===== config.mk =====
export PLATFORM = sky130hd
export DESIGN_NAME = step4_normalize_pack
export DESIGN_NICKNAME = d
export VERILOG_FILES = /design/src/rtl/step4_normalize_pack_pkg.sv /design/src/rtl/step4_normalize_pack_lzc24.sv /design/src/rtl/step4_normalize_pack.sv
export SDC_FILE = /design/constraint.sdc
export NUM_CORES = 1
export LEC_CHECK = 0
export BUFFER_PORTS_ARGS = -buffer_cell sky130_fd_sc_hd__buf_2
export CELL_PAD_IN_SITES_DETAIL_PLACEMENT = 1
export CELL_PAD_IN_SITES_GLOBAL_PLACEMENT = 2
export CORE_MARGIN = 8
export CORE_UTILIZATION = 30
export CTS_BUF_LIST = sky130_fd_sc_hd__clkbuf_2
export CTS_CLUSTER_DIAMETER = 60
export DETAILED_ROUTE_END_ITERATION = 10
export PLACE_DENSITY = 0.67
export SYNTH_ARGS = -nofsm -noshare
export SYNTH_HDL_FRONTEND = slang
export SYNTH_HIERARCHICAL = 1
export SYNTH_SLANG_ARGS = --single-unit

===== constraint.sdc =====
create_clock -name clock -period 6.6 [get_ports clock]
set_input_delay 0 -clock clock [delete_from_list [all_inputs] [get_ports clock]]
set_output_delay 0 -clock clock [all_outputs]
set_load 0.005 [all_outputs]

===== src/rtl/step4_normalize_pack_pkg.sv =====
// Shared types and constants for the FP32 normalise-and-pack stage of the floating MAC.
package step4_normalize_pack_pkg;

    localparam int unsigned MANT_W = 24;
    localparam int unsigned EXP_W  = 8;
    localparam int unsigned LZ_W   = $clog2(MANT_W + 1);

    localparam logic [EXP_W-1:0] FP32_EXP_INF = 8'hFF;
    localparam int unsigned      FP32_BIAS    = 127;

    typedef struct packed {
        logic              sign;
        logic [EXP_W-1:0]  exp;
        logic [MANT_W-2:0] frac;
    } fp32_t;

endpackage


===== src/rtl/step4_normalize_pack_lzc24.sv =====
// Combinational leading-zero counter for the 24-bit adder magnitude; all-zero input gives 24.
module step4_normalize_pack_lzc24
    import step4_normalize_pack_pkg::*;
(
    input  logic [MANT_W-1:0] mag_i,
    output logic [LZ_W-1:0]   lz_o
);

    // Two-level priority tree: pick the first non-zero nibble, then count within it.
    localparam int unsigned NumNib = MANT_W / 4;

    logic [NumNib-1:0] nib_nz;
    logic [1:0]        nib_lz [NumNib];

    always_comb begin
        for (int n = 0; n < NumNib; n++) begin
            nib_nz[n] = |mag_i[4*n +: 4];
            if (mag_i[4*n+3])      nib_lz[n] = 2'd0;
            else if (mag_i[4*n+2]) nib_lz[n] = 2'd1;
            else if (mag_i[4*n+1]) nib_lz[n] = 2'd2;
            else                   nib_lz[n] = 2'd3;
        end
    end

    always_comb begin
        lz_o = LZ_W'(MANT_W);
        for (int n = 0; n < NumNib; n++) begin
            // Lowest nibble first so the most significant non-zero nibble wins.
            if (nib_nz[n]) begin
                lz_o = LZ_W'(4 * (NumNib - 1 - n)) + LZ_W'(nib_lz[n]);
            end
        end
    end

endmodule


===== src/rtl/step4_normalize_pack.sv =====
// Post-add normalisation and IEEE-754 single packing: stage A detects leading zeros and carry,
// stage B shifts, adjusts the exponent, handles Inf/zero/flush and packs the result.
module step4_normalize_pack
    import step4_normalize_pack_pkg::*;
(
    input  logic              clock,
    input  logic              resetn,
    input  logic              in_valid,
    input  logic [MANT_W-1:0] in_adder_out,
    input  logic              in_ov_sign,
    input  logic              in_adder_out_sign,
    input  logic [EXP_W-1:0]  in_current_ex,
    output logic              out_valid,
    output logic [31:0]       out_result,
    output logic              out_overflow,
    output logic              out_underflow,
    output logic              out_zero
);

    logic [LZ_W-1:0] lz_comb;

    step4_normalize_pack_lzc24 u_lzc (
        .mag_i (in_adder_out),
        .lz_o  (lz_comb)
    );

    // Stage A registers
    logic              valid_a_q, valid_a_d;
    logic [MANT_W-1:0] mag_a_q, mag_a_d;
    logic              ov_a_q, ov_a_d;
    logic              sign_a_q, sign_a_d;
    logic [EXP_W-1:0]  ex_a_q, ex_a_d;
    logic [LZ_W-1:0]   lz_a_q, lz_a_d;
    logic              zero_a_q, zero_a_d;
    logic              inf_a_q, inf_a_d;

    always_comb begin
        valid_a_d = in_valid;
        mag_a_d   = in_adder_out;
        ov_a_d    = in_ov_sign;
        sign_a_d  = in_adder_out_sign;
        ex_a_d    = in_current_ex;
        lz_a_d    = lz_comb;
        zero_a_d  = (in_adder_out == '0) && !in_ov_sign;
        inf_a_d   = (in_current_ex == FP32_EXP_INF);
    end

    always_ff @(posedge clock or negedge resetn) begin
        if (!resetn) begin
            valid_a_q <= 1'b0;
            mag_a_q   <= '0;
            ov_a_q    <= 1'b0;
            sign_a_q  <= 1'b0;
            ex_a_q    <= '0;
            lz_a_q    <= '0;
            zero_a_q  <= 1'b0;
            inf_a_q   <= 1'b0;
        end else begin
            valid_a_q <= valid_a_d;
            mag_a_q   <= mag_a_d;
            ov_a_q    <= ov_a_d;
            sign_a_q  <= sign_a_d;
            ex_a_q    <= ex_a_d;
            lz_a_q    <= lz_a_d;
            zero_a_q  <= zero_a_d;
            inf_a_q   <= inf_a_d;
        end
    end

    // Stage B: normalise, handle exceptions, pack
    fp32_t              result_q, result_d;
    logic               valid_b_q, valid_b_d;
    logic               ovf_q, ovf_d;
    logic               udf_q, udf_d;
    logic               zero_b_q, zero_b_d;
    logic               ovf_raw, udf_raw, zero_raw;
    logic [EXP_W:0]     exp_inc;
    logic [EXP_W-1:0]   exp_sub;
    logic [MANT_W-2:0]  frac_shl;

    always_comb begin
        exp_inc  = {1'b0, ex_a_q} + (EXP_W + 1)'(1);
        // Only used when ex > lz, so the 8-bit difference cannot wrap.
        exp_sub  = ex_a_q - EXP_W'(lz_a_q);
        frac_shl = (MANT_W - 1)'(mag_a_q << lz_a_q);

        result_d = '0;
        ovf_raw  = 1'b0;
        udf_raw  = 1'b0;
        zero_raw = 1'b0;

        if (inf_a_q) begin
            result_d.sign = sign_a_q;
            result_d.exp  = FP32_EXP_INF;
            ovf_raw       = 1'b1;
        end else if (zero_a_q) begin
            zero_raw = 1'b1;
        end else if (ov_a_q) begin
            result_d.sign = sign_a_q;
            if (exp_inc >= (EXP_W + 1)'(FP32_EXP_INF)) begin
                result_d.exp = FP32_EXP_INF;
                ovf_raw      = 1'b1;
            end else begin
                result_d.exp  = exp_inc[EXP_W-1:0];
                result_d.frac = mag_a_q[MANT_W-1:1];
            end
        end else if ({1'b0, ex_a_q} > (EXP_W + 1)'(lz_a_q)) begin
            result_d.sign = sign_a_q;
            result_d.exp  = exp_sub;
            result_d.frac = frac_shl;
        end else begin
            result_d.sign = sign_a_q;
            udf_raw       = 1'b1;
        end

        valid_b_d = valid_a_q;
        ovf_d     = ovf_raw  & valid_a_q;
        udf_d     = udf_raw  & valid_a_q;
        zero_b_d  = zero_raw & valid_a_q;
    end

    always_ff @(posedge clock or negedge resetn) begin
        if (!resetn) begin
            result_q  <= '0;
            valid_b_q <= 1'b0;
            ovf_q     <= 1'b0;
            udf_q     <= 1'b0;
            zero_b_q  <= 1'b0;
        end else begin
            result_q  <= result_d;
            valid_b_q <= valid_b_d;
            ovf_q     <= ovf_d;
            udf_q     <= udf_d;
            zero_b_q  <= zero_b_d;
        end
    end

    assign out_valid     = valid_b_q;
    assign out_result    = result_q;
    assign out_overflow  = ovf_q;
    assign out_underflow = udf_q;
    assign out_zero      = zero_b_q;

endmodule

# [After elaboration in Yosys (flattened, before gate mapping)]
# Cells that the tools add are included.
[totals] word_cells=79 in_bits=37 output_inout_bits=36 ff_bits=78
[op_classes] reduce_logical=9 shifts=1 n_addsub=7 n_eq_ne=1 order_cmp=2 n_mux=41 bitwise_logic=3
[op_table] cell="$mux W31" count=2
[op_table] cell="$mux W23" count=2
[op_table] cell="$mux W32" count=1
[op_table] cell="$mux W5" count=6
[op_table] cell="$logic_not A24 Y1" count=1
[op_table] cell="$mux W2" count=12
[op_table] cell="$reduce_or A4 Y1" count=6
[op_table] cell="$shl A24 B5 Y23" count=1
[op_table] cell="$mux W1" count=16
[op_table] cell="$add A4 B2 Y5 const A" count=2
[op_table] cell="$add A5 B2 Y5 const A" count=2
[op_table] cell="$add A8 B1 Y9 const B" count=1
[op_table] cell="$ge A9 B8 Y1 const B" count=1
[op_table] cell="$mux W9" count=1
[op_table] cell="$eq A8 B8 Y1 const B" count=1
[op_table] cell="$gt A8 B5 Y1" count=1
[op_table] cell="$mux W8" count=1
[op_table] cell="$sub A8 B5 Y8" count=1
[op_table] cell="$add A3 B2 Y4 const A" count=1
[op_table] cell="$and A1 B1 Y1" count=3
[op_table] cell="$logic_and A1 B1 Y1" count=1
[op_table] cell="$logic_not A1 Y1" count=1

# [Logic depth before layout (Yosys ltp)]
[logic_depth] depth_word=10 depth_mapped=11

# [Modules after synthesis]
# Netlist, hierarchy kept.
[modules_own_cells] mod="step4_normalize_pack" n_inst=1 cells_per_inst=374 area_each_um2=4036.4
[modules_own_cells] mod="step4_normalize_pack_lzc24" n_inst=1 cells_per_inst=48 area_each_um2=267.8

# [Worst setup path before layout]
# Ideal clock, no wire load.
[synth_path] path_kind="register to register" start="register lz_a_q[3]" end="register result_q, in the netlist out_result[10]" required_ps=6479 stages_incl_launch_ff=11 t_arrival_ps=2196 setup_slack_ps=4283 synth_period_minus_slack_ps=2317 n_path_buf=2 path_cell_list="dfrtp_1 clkbuf_1 inv_1 ha_1 nand3_1 or3_1 o31ai_4 a21boi_2 and2_1 buf_6 a22o_1"
[synth_rtl] item="start, declared" line="step4_normalize_pack.sv:33" text="logic [LZ_W-1:0] lz_a_q, lz_a_d;"
[synth_rtl] item="start signal, assigned" line="step4_normalize_pack.sv:64" text="lz_a_q <= lz_a_d;"
[synth_rtl] item="end signal, assigned" line="step4_normalize_pack.sv:130" text="result_q <= result_d;"
[synth_rtl] item="end, declared" line="step4_normalize_pack.sv:71" text="fp32_t result_q, result_d;"

==> results.md <==
- Wire length per cell: 18.7 µm
- Comb power frac: 0.231
- Grt met1 use: 0.214
- Number of flops mapped to enable cells by yosys: 0
- Worst-path clk slew: 220 ps
- Post-place setup slack: 3210 ps
- Via Count: 3726
- Footprint of the multi-input gates: 2160 µm²
- Port buffer count: 72
- Min cycle time layout: 3400 ps
- Yosys top cell area share: 0.453
- Clk pwr share: 0.242
- Fin. Hold Viols: 0
- Sw frac: 0.307
- WP buf/inv: 1
- Leakage power: 2.25 nW
- Area growth, synth to finish: 22.2%
- Total routed wirelength: 13.3 mm
- RSZ-0062 raised after global routing: false
- Placed insts: 659
- Worst skew pair latency: 550 ps
- Worst slew pin tran: 1090 ps
- CTS buffer count: 9
- NetSw: 313 µW
- GRT met3 Usage: 0.0297
- Clock skew: 42.0 ps
- H-tree lvl count: 3
- Fmax: 294 MHz
- Initial DRC count: 174
- Fin Setup TNS: 0 ps
- ANT nets after route: 0
- Initial antenna violation count: 1
- Total gr overflow: 0
- Critical path's top delay family: flip-flops
- Synth async-reset ratio: 1.00
- Total power: 1.02 mW
- Yosys warns: 6
- Placer Congestion: 0.878
- Die Height: 136 µm
- DRC Markers: 0
- Layout cells sized above 1: 0.209
- Seq pwr share: 0.527
- Critical path launch point type: flop
- Peak VDD IR: 63.2 µV
- Setup crit end kind: flop
- CP cell instances: inv_1 > ha_1 > nor2b_1 > o31a_1 > o31ai_4 > a21boi_2 > and2_1 > a22o_1
- FILL cells: 1601
- Crit path required time: 7040 ps
- Initial core utilization: 0.309
- Tot GR Track Use: 0.149
- Synth Instances: 422
- Layout Cells excl Fill: 712
- Num Clock Sinks: 78
- Yosys reg bits: 78
- Slew headroom: 0.274
- Final Setup Violations: 0
- Vias per cell: 5.23
- Drt first pass iters: 7
- Die width: 136 µm
- Number of global-route vias before repair: 3880
- M2 GR Usage: 0.217
- First-pass GRT wire length: 21.5 mm
- # rows: 43
- Post-synth net total: 467
- Die area: 18400 µm²
- Gr busiest metal: met2
- Detail Placement HPWL: 10.3 mm
- Worst Hold Class: in -> async
- Root Driver: clkbuf_2
- Setup WS post-layout: 3200 ps
- Buffer count from post-CTS setup fixing: 0
- Crit share post-route: 0.515
- Critical path class: reg -> reg
- Fin. max-slew vios: 0
- Max-capacitance violation count: 0
- Design internal power: 705 µW
- Nets@finish: 571
- Largest net degree at the start of global routing: 79
- Syn Area/Cell: 10.2 µm²
- Crit path DAT: 3840 ps
- Critical Path Fanout Max: 29
- Mapped cell area: 4300 µm²
- Synth unique cells: 56
- Storage element area: 1950 µm²
- Core area: 13900 µm²
- Main synth FF type: dfrtp_1
- Area contributors post-synth: dfrtp_1, mux2i_1, a22o_1
- Yosys top cell by area: dfrtp_1
- Pwr dens: 194 nW/µm²
- Sequential share of the synthesized area: 0.453
- TritonCTS clock tree: done
- CP max-delay cell: dfrtp_1
- Status: finished, final reports clean
- Clk buf depth: 2
- Io pins: 73
- Slowest Stage Delay on Critical Path: 1100 ps
-- Yosys cell counts (5+ instances only) --
cell type	instances
a21oi_1	19
o31ai_1	6
a221oi_1	8
nor3_1	10
nor2_1	39
nand3_1	13
nand2_1	30
and3_1	6
mux2i_1	26
a22oi_1	7
a22o_1	18
dfrtp_1	78
buf_2	6
o21ai_0	20
ha_1	7
buf_4	5
nor2b_1	12
nor4_1	7
inv_1	17
mux2_2	10
-- power groups by stage --
stage	Combinational, mW	Clock (mW)	Sequential, mW
2_1_floorplan	0.132	0	0.538
3_3_place_gp	0.217	0	0.546
3_5_place_dp	0.219	0	0.546
4_1_cts	0.237	0.258	0.537
5_1_grt	0.259	0.279	0.542
6_report	0.235	0.247	0.537
-- area by class of cell --
type,instances,share of cell area
multi-input cells,309,0.411
flip-flops and latches,78,0.371
clock inverters,5,0.00952
diodes,1,0.000476
inverters,17,0.0121
repair buffers,111,0.142
clock buffers,11,0.0105
well taps,180,0.0428
-- placed cells by master (no fill, tap or decap), types with 3 or more instances in the layout --
cell / instances
buf_2: 71
o31a_1: 3
nor3_1: 10
and3_1: 6
ha_1: 7
nor2b_1: 12
nand3_1: 13
nor2_1: 39
mux2_2: 10
a21boi_0: 3
o21ai_0: 20
o22ai_1: 4
a221oi_1: 8
and2_1: 4
nor4_1: 7
a22o_1: 18
o31ai_1: 6
inv_1: 17
nand2b_1: 4
mux4_2: 4
a222oi_1: 4
nand4_1: 4
nand2_1: 30
o21a_1: 3
dfrtp_1: 78
dlygate4sd3_1: 36
a22oi_1: 7
clkbuf_2: 11
or3_1: 4
a31oi_1: 3
buf_4: 4
a21oi_1: 19
mux2i_1: 26
xnor2_1: 3
a211oi_1: 3
o21ai_1: 4
-- cell families after synthesis --
group	after synthesis	share of synthesized area
XOR/XNOR	4	0.00814
flip-flops	78	0.453
AND/OR/NAND/NOR	138	0.159
AO/OA/AOI/OAI	119	0.203
buffers and inverters	35	0.0439
adder cells (fa/ha/maj)	8	0.0250
multiplexers	40	0.108
-- per-stage QoR --
stage                util  area (µm²)  hold slack (ps)
CTS                 0.377        5260             48.5
floorplan               -        4300             -296
global route        0.377        5260             39.2
finish              0.377        5260             78.5
global placement    0.344        4790              110
detailed placement  0.344        4790              111
-- routing by layer --
layer	part of all wire	wire, µm	vias to the layer above
li1	-	-	1791
met1	0.51	6770	1818
met2	0.43	5680	100
met3	0.050	660	17
met4	0.014	184	0
met5	0	0	-
-- state kept, by name, indices dropped and copies added (netlist names) --
signal         flops
ov_a_q             1
out_zero           1
out_valid          1
mag_a_q           24
inf_a_q            1
valid_a_q          1
out_overflow       1
lz_a_q             5
ex_a_q             8
out_result        32
sign_a_q           1
out_underflow      1
zero_a_q           1
-- path summary, 6_finish.rpt --
path	startpoint	slack (ps)	cells past startpoint	endpoint
setup reg to reg	lz_a_q[2]$_DFF_PN0_	3200	8	out_result[11]$_DFF_PN0_
min in group clock	in_current_ex[6]	80	2	ex_a_q[6]$_DFF_PN0_
max in group asynchronous	resetn	5890	2	out_result[17]$_DFF_PN0_
setup / recovery	lz_a_q[2]$_DFF_PN0_	3200	8	out_result[11]$_DFF_PN0_
hold reg to reg	valid_a_q$_DFF_PN0_	460	0	out_valid$_DFF_PN0_
hold / removal	resetn	80	2	ex_a_q[1]$_DFF_PN0_
-- what timing repair did --
action	CTS	global route
hold buffers	36	0
resized for setup	0	0
endpoints found under the setup margin	0	0
hold endpoints to repair	120	0
Note: power is estimated with default switching activity, not from simulation.
